File: src/rtl/il1_refill_unit_pkg.sv
// Shared IL1 refill types and default geometry.
package RVS192_package;

    localparam int unsigned RVS_PC_LENGTH   = 32;
    localparam int unsigned RVS_INST_LENGTH = 32;
    localparam int unsigned RVS_LINE_WORDS  = 4;
    localparam int unsigned RVS_ICACHE_WAY  = 4;
    localparam int unsigned RVS_ACK_TIMEOUT = 64;

    localparam int unsigned BYTE_OFFSET = 2;
    localparam int unsigned WORD_OFFSET = $clog2(RVS_LINE_WORDS);

    typedef enum logic [1:0] {
        RF_IDLE,
        RF_REQ,
        RF_FILL,
        RF_UPD
    } rf_state_e;

endpackage

File: src/rtl/il1_refill_unit_line_buffer.sv
// Line assembly buffer: one word written per L2 beat, whole line visible, registered word read.
module il1_line_buffer #(
    parameter int unsigned WORDS = 4,
    parameter int unsigned WIDTH = 32
) (
    input  logic                       clk,
    input  logic                       wr_en,
    input  logic [$clog2(WORDS)-1:0]   wr_idx,
    input  logic [WIDTH-1:0]           wr_data,
    input  logic [$clog2(WORDS)-1:0]   rd_idx,
    output logic [WORDS*WIDTH-1:0]     line,
    output logic [WIDTH-1:0]           rd_data
);

    logic [WORDS-1:0][WIDTH-1:0] mem;

    // Read forwards the word being written so the last beat is visible in the next cycle.
    always_ff @(negedge clk) begin
        if (wr_en) begin
            mem[wr_idx] <= wr_data;
        end
        rd_data <= (wr_en && (wr_idx == rd_idx)) ? wr_data : mem[rd_idx];
    end

    assign line = mem;

endmodule

File: src/rtl/il1_refill_unit.sv
// IL1 miss refill engine: requests a line from L2, assembles the beats, then updates IL1 once.
module il1_refill_unit
    import RVS192_package::*;
#(
    parameter int unsigned PC_LENGTH   = RVS_PC_LENGTH,
    parameter int unsigned INST_LENGTH = RVS_INST_LENGTH,
    parameter int unsigned LINE_WORDS  = RVS_LINE_WORDS,
    parameter int unsigned ICACHE_WAY  = RVS_ICACHE_WAY,
    parameter int unsigned ACK_TIMEOUT = RVS_ACK_TIMEOUT
) (
    input  logic                              clk_l1,
    input  logic                              rst_n,
    input  logic                              update_trigger,
    input  logic [PC_LENGTH-1:0]              pc_up,
    input  logic [ICACHE_WAY-1:0]             replace_way,
    output logic                              l2_req,
    output logic [PC_LENGTH-1:0]              l2_addr,
    input  logic                              l2_ack,
    input  logic                              l2_rvalid,
    input  logic [INST_LENGTH-1:0]            l2_rdata,
    output logic                              update,
    output logic [LINE_WORDS*INST_LENGTH-1:0] update_line,
    output logic [INST_LENGTH-1:0]            update_inst,
    output logic [ICACHE_WAY-1:0]             update_way,
    output logic                              refill_busy,
    output logic                              refill_retry
);

    localparam int unsigned WO         = $clog2(LINE_WORDS);
    localparam int unsigned TW         = $clog2(ACK_TIMEOUT);
    localparam int unsigned LINE_BYTES = LINE_WORDS << BYTE_OFFSET;
    localparam logic [WO-1:0] LAST_BEAT = WO'(LINE_WORDS - 1);
    localparam logic [TW-1:0] TMO_LAST  = TW'(ACK_TIMEOUT - 1);

    rf_state_e             state_q, state_d;
    logic [WO-1:0]         beat_q, beat_d;
    logic [TW-1:0]         tmo_q, tmo_d;
    logic [WO-1:0]         rd_idx_q;
    logic [ICACHE_WAY-1:0] way_q;
    logic                  wr_en;
    logic                  retry_d;
    logic                  capture;

    // Next-state, beat/timeout counters and buffer write strobe.
    always_comb begin
        state_d = state_q;
        beat_d  = beat_q;
        tmo_d   = tmo_q + TW'(1);
        wr_en   = 1'b0;
        retry_d = 1'b0;
        capture = 1'b0;
        case (state_q)
            RF_IDLE: begin
                tmo_d = '0;
                if (update_trigger) begin
                    capture = 1'b1;
                    beat_d  = '0;
                    state_d = RF_REQ;
                end
            end
            RF_REQ: begin
                if (l2_ack) begin
                    tmo_d   = '0;
                    state_d = RF_FILL;
                end else if (tmo_q == TMO_LAST) begin
                    tmo_d   = '0;
                    beat_d  = '0;
                    retry_d = 1'b1;
                end
            end
            RF_FILL: begin
                if (l2_rvalid) begin
                    wr_en  = 1'b1;
                    tmo_d  = '0;
                    beat_d = beat_q + WO'(1);
                    if (beat_q == LAST_BEAT) begin
                        state_d = RF_UPD;
                    end
                end else if (tmo_q == TMO_LAST) begin
                    tmo_d   = '0;
                    beat_d  = '0;
                    retry_d = 1'b1;
                    state_d = RF_REQ;
                end
            end
            RF_UPD: begin
                tmo_d   = '0;
                state_d = RF_IDLE;
            end
            default: begin
                tmo_d   = '0;
                state_d = RF_IDLE;
            end
        endcase
    end

    // State, counters and registered status outputs decoded from the next state.
    always_ff @(negedge clk_l1) begin
        if (!rst_n) begin
            state_q      <= RF_IDLE;
            beat_q       <= '0;
            tmo_q        <= '0;
            l2_req       <= 1'b0;
            update       <= 1'b0;
            update_way   <= '0;
            refill_busy  <= 1'b0;
            refill_retry <= 1'b0;
        end else begin
            state_q      <= state_d;
            beat_q       <= beat_d;
            tmo_q        <= tmo_d;
            l2_req       <= (state_d == RF_REQ);
            update       <= (state_d == RF_UPD);
            update_way   <= (state_d == RF_UPD) ? way_q : '0;
            refill_busy  <= (state_d != RF_IDLE);
            refill_retry <= retry_d;
        end
    end

    // Miss context captured once per refill; the L2 address is line aligned.
    always_ff @(negedge clk_l1) begin
        if (capture) begin
            l2_addr  <= pc_up & ~PC_LENGTH'(LINE_BYTES - 1);
            rd_idx_q <= WO'(pc_up >> BYTE_OFFSET);
            way_q    <= replace_way;
        end
    end

    il1_line_buffer #(
        .WORDS (LINE_WORDS),
        .WIDTH (INST_LENGTH)
    ) u_line_buffer (
        .clk     (clk_l1),
        .wr_en   (wr_en),
        .wr_idx  (beat_q),
        .wr_data (l2_rdata),
        .rd_idx  (rd_idx_q),
        .line    (update_line),
        .rd_data (update_inst)
    );

endmodule

File: config.mk
export PLATFORM = sky130hd
export DESIGN_NAME = il1_refill_unit
export DESIGN_NICKNAME = d
export VERILOG_FILES = /design/src/rtl/il1_refill_unit_pkg.sv /design/src/rtl/il1_refill_unit_line_buffer.sv /design/src/rtl/il1_refill_unit.sv
export SDC_FILE = /design/constraint.sdc
export NUM_CORES = 1
export LEC_CHECK = 0
export BUFFER_PORTS_ARGS = -buffer_cell sky130_fd_sc_hd__buf_4
export CAP_MARGIN = 0
export CORE_MARGIN = 2
export CORE_UTILIZATION = 44
export CTS_BUF_LIST = sky130_fd_sc_hd__clkbuf_4 sky130_fd_sc_hd__clkbuf_8
export DETAILED_ROUTE_END_ITERATION = 10
export PLACE_DENSITY = 0.71
export REMOVE_ABC_BUFFERS = 1
export SLEW_MARGIN = 25
export SYNTH_ARGS = -nofsm -noshare
export SYNTH_HDL_FRONTEND = slang
export SYNTH_SLANG_ARGS = --single-unit
File: constraint.sdc
create_clock -name clk_l1 -period 2.66 [get_ports clk_l1]
set_clock_uncertainty 0.15 [all_clocks]
set_input_delay 0.665 -clock clk_l1 [delete_from_list [all_inputs] [get_ports clk_l1]]
set_output_delay 0.665 -clock clk_l1 [all_outputs]
set_load 0.05 [all_outputs]
==> reports/qor.csv <==
metric,value,unit
grt_pass1_vias,6907,
r2r_end,u_line_buffer.rd_data[22]$_DFF_N_,
critical_path.endpoint_type,primary output,
clk_pin_slew,0.06,ns
failed_checks,negative setup slack,
status,"complete, but fails checks",
hold_path_depth,1,
synth-edff-count,162,
clkLatencyLatePin,0.57,ns
rr_worst_depth,7,
hold_start,way_q[3]$_DFFE_NP_,
htreeDepth,2,
areaGrowthSynthToFinish,75.4,%
boundaryPins,273,
drive_above_1_share,53.6,%
viasPerCell,4.93,
dieArea,18400,um2
worst_slack,-0.712,ns
antennaDiodeCount,0,
drt-total-wl,24800,um
final_core_util,78.0,%
slowest_stage,edfxtp_1,
numCtsBuffers,36,
critPathKind,reg -> out,
rows,48,
peakVddDrop,0.567,mV
antenna_found_initial,0,
wl_met1,8920,um
port_buffers,266,
dpl.hpwl,13100,um
dr.max_layer_used,met4,
path_max_fanout,2,
wl_met3,2350,um
final-max-slew-violation-count,0,
worst-path-buf-inv,1,
die_w,136,um
ctsHoldBuffers,0,
dp_cells,869,
grt_remaining_overflow,0,
synth_warnings,0,
drv_cap,0,
power_density,727,nW/um2
switching_share,33.1,%
ant_nets,0,
grt_usage,25.9,%
synthesis.instances,367,
grt_max_degree,35,
gp_congestion,0.752,
p_comb_share,14.5,%
fillCellCount,964,
syn-mean-instance-area,20.7,um2
die_h,136,um
clock-sinks,212,
cp_slowest_stage_delay,0.45,ns
seq_area_frac_synth,77.1,%
final_nets,1050,
crit_family,flip-flops,
met2_wirelength,12800,um
p_leak,6.22,nW
cp-start-kind,register,
synth.distinct_cells,35,
required,1.85,ns
fin_cells,1218,
finalSetupViolations,228,
crit_chain,buf_6,
hold_end,update_way[3]$_SDFF_NN0_,
dr.pass1.iters,4,
p_sw,0.00321,W
synth_ff_type,edfxtp_1,
grt_pass1_wl,35200,um
dp_slack,-0.732,ns
r2r_setup_slack,0.58,ns
hp-class,reg -> reg,
synthArstFlopShare,0,%
rsz0062_at_grt,yes,
p_total,0.00970,W
pwr-share-clk,45.7,%
ys_ff_latch,212,
p_int,0.00649,W
hold_viol_final,0,
avgRoutedWirePerCell,20.4,um
drtIter0Drc,273,
critical_path_arrival,2.56,ns
root_buffer,clkbuf_8,
tritoncts,yes,
max-clock-path-buffers,3,
fp.coreArea,17100,um2
r2r_start,state_q[0]$_SDFF_NN0_,
vias,6005,
synth.cell_area,7610,um2
pwr-share-seq,39.8,%
drc,0,
initial_core_util,44.5,%
==> power groups by stage <==
stage | clock (W) | sequential (W) | combinational (W)
floorplan | 0.000476 | 0.00434 | 0.000291
global placement | 0.000476 | 0.00385 | 0.00119
detailed placement | 0.000476 | 0.00385 | 0.00121
CTS | 0.00436 | 0.00386 | 0.00136
global route | 0.00495 | 0.00387 | 0.00147
finish | 0.00443 | 0.00386 | 0.00140
==> cells in the final DEF, fill, tap and decap left out, drive strengths merged, types with 5 or more instances in the layout <==
cell,synthesis,layout
buf,11,365
inv,8,235
edfxtp,162,162
dfxtp,50,50
clkbuf,4,37
mux4,32,32
mux2,32,32
ha,8,8
nor2,7,7
nor2b,7,7
nor3,6,6
and3,5,5
clkinvlp,0,5
o21ai,5,5
==> worst max path at each step <==
| stage | slack, ns | start | depth (start not counted) | to |
|---|---|---|---|---|
| 2_1_floorplan | -0.95 | l2_rvalid | 3 | u_line_buffer.rd_data[0]$_DFF_N_ |
| 5_1_grt | -0.75 | u_line_buffer.line[26]$_DFFE_NP_ | 1 | update_line[26] |
| 6_report | -0.71 | u_line_buffer.line[59]$_DFFE_NP_ | 1 | update_line[59] |
| 3_3_place_gp | -0.68 | l2_rvalid | 5 | u_line_buffer.rd_data[6]$_DFF_N_ |
| 3_5_place_dp | -0.73 | l2_rvalid | 5 | u_line_buffer.rd_data[28]$_DFF_N_ |
| 4_1_cts | -0.68 | u_line_buffer.line[50]$_DFFE_NP_ | 1 | update_line[50] |
==> metal layers <==
layer | global-route usage [%] | vias up
met5 | 0 | -
li1 | - | 2651
met1 | 26.1 | 2955
met4 | 14.9 | 0
met3 | 13.7 | 63
met2 | 43.0 | 336
==> cells in the mapped netlist (2+ instances only) <==
cell type	n	area, um2
xor2_1	4	35.0
nor3b_2	4	50.1
nor3_1	5	25.0
dfxtp_1	50	1000
edfxtp_1	162	4860
buf_4	7	52.6
clkbuf_1	3	11.3
mux4_2	32	721
nor2b_1	7	43.8
nor2_1	7	26.3
a21oi_1	2	10.0
ha_1	8	100
and3_1	3	18.8
a211o_1	2	17.5
buf_6	4	45.0
o21ai_0	4	20.0
inv_1	8	30.0
and3_2	2	15.0
nand3_1	2	10.0
mux2_2	32	360
nand2_1	4	15.0
xnor2_1	2	17.5
==> registers in the layout (all words and copies together) (netlist names), 4 cells and up <==
signal / cells
l2_addr: 28
tmo_q: 6
u_line_buffer.line: 128
u_line_buffer.rd_data: 32
update_way: 4
way_q: 4
==> cells by family after synthesis <==
logic type / Yosys count / share of synthesized area (%)
xor gates and xnor gates: 6 / 0.690
AOI/OAI and AO/OA: 15 / 1.61
buffers and inverters: 23 / 1.89
DFF: 212 / 77.1
adders and majority gates: 8 / 1.31
muxes: 64 / 14.2
and+or+nand+nor: 38 / 3.19
other: 1 / 0.0493
==> metrics by stage <==
step / setup TNS (ns) / cell area, um2 / hold slack, ns
4_1_cts: -119.01 / 13000 / 0.332
6_report: -118.40 / 13400 / 0.343
3_3_place_gp: -105.23 / 10100 / 0.294
3_5_place_dp: -110.05 / 10100 / 0.325
5_1_grt: -126.90 / 13400 / 0.371
2_1_floorplan: -147.34 / 7510 / 0.283
==> worst reg2reg max path: stages, from the launching register on <==
cell and delay (ns):
dfxtp_1 0.33, inv_1 0.11, ha_1 0.38, nand2_4 0.10
nor3_4 0.23, buf_6 0.19, buf_12 0.15, mux2_4 0.32
==> final cells by class <==
class | instances | area (um2) | area share (%)
Clock inverter | 237 | 1010 | 7.55
Inverter | 7 | 26.3 | 0.197
Timing Repair Buffer | 365 | 3840 | 28.7
Tap cell | 225 | 282 | 2.11
Multi-Input combinational cell | 135 | 1770 | 13.3
Sequential cell | 212 | 5920 | 44.3
Clock buffer | 37 | 509 | 3.81
==> repair_timing <==
action / in CTS / in global routing
setup endpoints to repair: 234 / 234
pin swaps: 1 / 3
resized for setup: 297 / 25
setup buffers: 41 / 33
cloned: 4 / 0
Note: power is estimated with default switching activity, not from simulation.
